$ cat src/rtl/ram128x1_byte_arbiter.sv
// Byte-wide, two-port round-robin access controller for a 128x1 RAM.
// Each byte access runs as 8 single-bit RAM cycles, LSB first.
module ram128x1_byte_arbiter #(
  parameter bit CLEAR_ON_RESET = 1'b1
) (
  input  logic       clk,
  input  logic       reset_n,
  input  logic       req0,
  input  logic       req1,
  input  logic       we0,
  input  logic       we1,
  input  logic [3:0] addr0,
  input  logic [3:0] addr1,
  input  logic [7:0] wdata0,
  input  logic [7:0] wdata1,
  output logic       ack0,
  output logic       ack1,
  output logic [7:0] rdata,
  output logic       ready,
  output logic [6:0] ram_addr,
  output logic       ram_d,
  output logic       ram_we,
  input  logic       ram_o
);

  typedef enum logic [1:0] {
    CLEAR,
    IDLE,
    XFER,
    DONE
  } state_t;

  state_t     state;
  state_t     state_nxt;
  logic [6:0] cnt;
  logic [2:0] bitk;
  logic [2:0] bit_nxt;
  logic       last_grant;
  logic       gnt;
  logic       l_we;
  logic [3:0] l_addr;
  logic [7:0] l_wdata;
  logic       any_req;
  logic       pick1;
  logic       clear_done;
  logic       last_bit;
  logic       we_sel;
  logic [3:0] addr_sel;
  logic [7:0] wdata_sel;

  // Tie goes to the port that did not win the previous tie.
  assign any_req    = req0 | req1;
  assign pick1      = req1 & (~req0 | ~last_grant);
  assign we_sel     = pick1 ? we1 : we0;
  assign addr_sel   = pick1 ? addr1 : addr0;
  assign wdata_sel  = pick1 ? wdata1 : wdata0;
  assign clear_done = ram_we & (ram_addr == 7'd127);
  assign last_bit   = (bitk == 3'd7);
  assign bit_nxt    = bitk + 3'd1;

  // State register.
  always_ff @(posedge clk or negedge reset_n) begin
    if (!reset_n) begin
      if (CLEAR_ON_RESET) state <= CLEAR;
      else                state <= IDLE;
    end else begin
      state <= state_nxt;
    end
  end

  // Next-state logic.
  always_comb begin
    state_nxt = state;
    unique case (state)
      CLEAR: if (clear_done) state_nxt = IDLE;
      IDLE:  if (any_req)    state_nxt = XFER;
      XFER:  if (last_bit)   state_nxt = DONE;
      DONE:  state_nxt = IDLE;
      default: state_nxt = IDLE;
    endcase
  end

  // Registered outputs, sweep counter, grant latch and bit sequencer.
  always_ff @(posedge clk or negedge reset_n) begin
    if (!reset_n) begin
      ram_addr   <= '0;
      ram_d      <= 1'b0;
      ram_we     <= 1'b0;
      ack0       <= 1'b0;
      ack1       <= 1'b0;
      rdata      <= '0;
      ready      <= ~CLEAR_ON_RESET;
      cnt        <= '0;
      bitk       <= '0;
      last_grant <= 1'b1;
      gnt        <= 1'b0;
      l_we       <= 1'b0;
      l_addr     <= '0;
      l_wdata    <= '0;
    end else begin
      unique case (state)
        CLEAR: begin
          if (clear_done) begin
            ram_we <= 1'b0;
            ready  <= 1'b1;
          end else begin
            ram_we   <= 1'b1;
            ram_d    <= 1'b0;
            ram_addr <= cnt;
            cnt      <= cnt + 7'd1;
          end
        end
        IDLE: begin
          if (any_req) begin
            gnt      <= pick1;
            if (req0 & req1) last_grant <= pick1;
            l_we     <= we_sel;
            l_addr   <= addr_sel;
            l_wdata  <= wdata_sel;
            bitk     <= 3'd0;
            ram_addr <= {addr_sel, 3'd0};
            ram_we   <= we_sel;
            ram_d    <= wdata_sel[0];
          end
        end
        XFER: begin
          if (!l_we) rdata[bitk] <= ram_o;
          if (last_bit) begin
            ram_we <= 1'b0;
            ack0   <= ~gnt;
            ack1   <= gnt;
          end else begin
            bitk     <= bit_nxt;
            ram_addr <= {l_addr, bit_nxt};
            ram_d    <= l_wdata[bit_nxt];
          end
        end
        DONE: begin
          ack0 <= 1'b0;
          ack1 <= 1'b0;
        end
        default: ;
      endcase
    end
  end

endmodule

$ cat config.mk
export PLATFORM = sky130hd
export DESIGN_NAME = ram128x1_byte_arbiter
export DESIGN_NICKNAME = d
export VERILOG_FILES = /design/src/rtl/ram128x1_byte_arbiter.sv
export SDC_FILE = /design/constraint.sdc
export NUM_CORES = 1
export LEC_CHECK = 0
export CORE_MARGIN = 2
export CORE_UTILIZATION = 45
export CTS_BUF_LIST = sky130_fd_sc_hd__clkbuf_4 sky130_fd_sc_hd__clkbuf_8
export DETAILED_ROUTE_END_ITERATION = 6
export PLACE_DENSITY = 0.72
export SKIP_LAST_GASP = 1
export SLEW_MARGIN = 20
export SYNTH_ARGS = -nofsm -noshare
export SYNTH_HDL_FRONTEND = slang
export SYNTH_SLANG_ARGS = --single-unit
export TNS_END_PERCENT = 50
$ cat constraint.sdc
create_clock -name clk -period 2.45 [get_ports clk]
set_clock_uncertainty 0.1 [all_clocks]
set_input_delay 0.735 -clock clk [delete_from_list [all_inputs] [get_ports clk]]
set_output_delay 0.735 -clock clk [all_outputs]
set_load 0.05 [all_outputs]
==> metrics.yaml, run 1 <==
run_status:
  outcome: "complete, no violations"
synthesis:
  synth_common_cells: "dfrtp_1 (46), mux2i_1 (17), nand2_1 (17)"
  synth_area_leaders: "dfrtp_1 (48%), mux2i_1 (7.1%), mux2_2 (5.6%)"
  synth_top_area_frac: 0.479
  post-synth-top-count-cell: "dfrtp_1"
  postSynthAreaPerCell_sq_um: 11.3
  synth_top_area_cell: "dfrtp_1"
  synth_async_sr_flop_share: 1.00
  synth_ff_type: "dfrtp_1"
  syn_nets: 252
  synth_seq_area_share: 0.490
  synthDistinctLibCells: 36
  yosysWarnings: 0
  synth_edf_count: 0
  ys_ff_latch: 47
  netlist_area_sq_um: 2400
  synthCells: 213
detailed_routing:
  drt-met1-wl_um: 2340
  dr_wl_met2_um: 2600
  drt_wl_total_um: 5190
  wire_per_inst_um: 15.0
  viasPerCell: 5.30
  drc: 0
  highest_layer: "met4"
  final_antenna_net_count: 0
  dr.pass1.iters: 4
  num_vias: 1833
  drtIter0Drc: 66
  wl_met3_um: 174
grt:
  grt_pass1_wl_um: 9010
  grt_pass1_vias: 1885
  grt_overflow_total: 0
  grt_max_degree: 26
  antenna_found_initial: 0
  track_usage: 0.190
sta:
  clock.fmax_mhz: 426
  period_minus_slack_ns: 2.34
  finalHoldViolations: 0
  timing.final.crit_share: 0.957
  rsz0062_at_grt: "no"
  worst_pin_slew_ns: 0.562
  maxSlewHeadroom: 0.626
  finalSetupViolCount: 0
  setup_ws_ns: 0.105
  drv_slew: 0
cts:
  cts_root_buf: "clkbuf_8"
  cts_setup_buffers: 0
  path_clk_slew_ns: 0.09
  cts_hold_buffers: 0
  cts_tree: "built"
  clock_sinks: 47
  htreeDepth: 2
  cts_resized: 0
  numCtsBuffers: 5
  clk_latency_ns: 0.30
  cts_max_path_buffers: 2
power:
  p_total_w: 0.00386
  ir_drop_mv: 0.727
  p_leak_nw: 1.40
  powerDensity_nw_per_um2: 1210
floorplan:
  rows: 26
  pin_count: 51
  core-area_sq_um: 5140
  dieArea_sq_um: 5940
  die_y_um: 77.1
  die_w_um: 77.1
  start_util: 0.468
placed_design:
  place_ws_ns: -0.177
  gp_congestion: 0.815
  io_buffers: 50
  place_inst: 338
  dp_hpwl_um: 3890
setup_path:
  cp.required_ns: 1.62
  timing.rr.start: "bitk[1]"
  worstSetupStartpointType: "register"
  critPathMaxStageDelay_ns: 0.82
  rrSetupSlack_ns: 0.28
  r2r-end: "ram_d"
  ff2ff_path_depth: 6
  critPathMaxFanout: 3
  crit_type: "reg -> out"
  worstPathCellList: "clkdlybuf4s50_1"
  endpoint_kind: "primary output"
  worst_path_max_delay_cell: "clkdlybuf4s50_1"
  crit_family: "buffers and inverters"
  cp.buffers_inverters: 1
  cp.arrival_ns: 1.51
cells_and_area:
  nNetsFinal: 314
  finalNonFillerCells: 346
  drive_above_1_share: 0.178
  diodes: 0
  area_growth_pct: 32.5
  fillers: 459
hold_path:
  hold_path_class: "in -> async"
flow_run:
  maxCapViolCount: 0
## how the worst max path moves through the flow
| stage | startpoint | endpoint | slack, ns | depth (start not counted) |
|---|---|---|---|---|
| 5_1_grt | ack1 | ack1 | 0.05 | 1 |
| 3_3_place_gp | req0 | ram_addr[5] | -0.09 | 7 |
| 2_1_floorplan | req1 | ram_addr[6] | 0.39 | 5 |
| 6_report | ram_we | ram_we | 0.11 | 1 |
| 3_5_place_dp | req1 | ram_addr[4] | -0.18 | 6 |
| 4_1_cts | ram_addr[6] | ram_addr[6] | 0.08 | 1 |
## worst reg2reg max path, stage by stage (launching register included)
cell	delay [ns]
dfrtp_1	0.46
ha_1	0.21
ha_1	0.20
a22o_1	0.25
buf_4	0.14
or4b_2	0.59
o2bb2ai_1	0.14
## logic make-up (layout without fill, tap and decap cells)
kind of cell	count (synthesis)	after routing	synth area share
fa+ha+maj	8	8	0.0416
mux	38	38	0.180
simple gates	54	54	0.110
compound gates	35	35	0.104
xor+xnor	7	7	0.0255
flops	47	47	0.490
buf+inv	24	87	0.0489
## per-stage QoR
stage               TNS [ns]   util  instance area (sq um)  hold WS (ns)
finish                     0  0.620                   3180         0.315
detailed placement     -1.09  0.593                   3050         0.358
global placement      -0.657  0.593                   3050         0.355
CTS                        0  0.620                   3180         0.336
global route               0  0.620                   3180         0.347
floorplan                  0      -                   2400         0.339
## flip-flops by register name, summed over array words and instances, names as in the netlist, 2 cells and up
name,count
l_wdata,8
rdata,8
cnt,7
ram_addr,7
l_addr,4
bitk,3
state,2
## cell type report
cell class	instances	area (sq um)	area share
Clock inverter	2	60.1	0.0189
Multi-Input combinational cell	142	1110	0.348
Tap cell	70	87.6	0.0275
Clock buffer	6	76.3	0.0240
Sequential cell	47	1180	0.370
Inverter	13	48.8	0.0153
Timing Repair Buffer	66	626	0.196
## layout by cell type (no fill, tap or decap), types with 2 or more instances in the layout
cell type,n
dfrtp_1,46
mux2_2,12
inv_1,13
xnor2_1,6
mux2_4,4
a221oi_1,2
nand2_1,17
ha_1,8
o21a_1,2
nand3_1,12
buf_4,16
nor2_1,5
nor3_1,6
a22o_1,6
nor2b_1,3
clkbuf_8,5
nand4_1,6
bufinv_16,2
mux2i_1,17
clkdlybuf4s50_1,48
mux2_1,4
o221ai_1,5
o21ai_0,15
## report_power, final
group          total, W  switching [W]  internal, W  leakage [nW]
clock network  0.000682       0.000263     0.000419        0.0688
logic           0.00189        0.00105     0.000842         0.737
registers       0.00129       0.000212      0.00107         0.597
total           0.00386        0.00152      0.00234          1.40
## per-layer routing
| metal | vias up | track usage |
|---|---|---|
| met1 | 894 | 0.251 |
| met5 | - | 0 |
| met3 | 8 | 0.0376 |
| met2 | 43 | 0.316 |
| met4 | 0 | 0.0571 |
| li1 | 888 | - |
Power figures use the tool's default switching activity.
==> run 2, diff against run 1 <==
--- a/config.mk
+++ b/config.mk
@@ -8,6 +8,7 @@
 export CORE_MARGIN = 2
 export CORE_UTILIZATION = 45
 export CTS_BUF_LIST = sky130_fd_sc_hd__clkbuf_4 sky130_fd_sc_hd__clkbuf_8
+export CTS_CLUSTER_SIZE = 10
 export DETAILED_ROUTE_END_ITERATION = 6
 export PLACE_DENSITY = 0.72
 export SKIP_LAST_GASP = 1
==> results of run 2 <==
No change in the layout: final DEF, timing and power equal those of run 1.
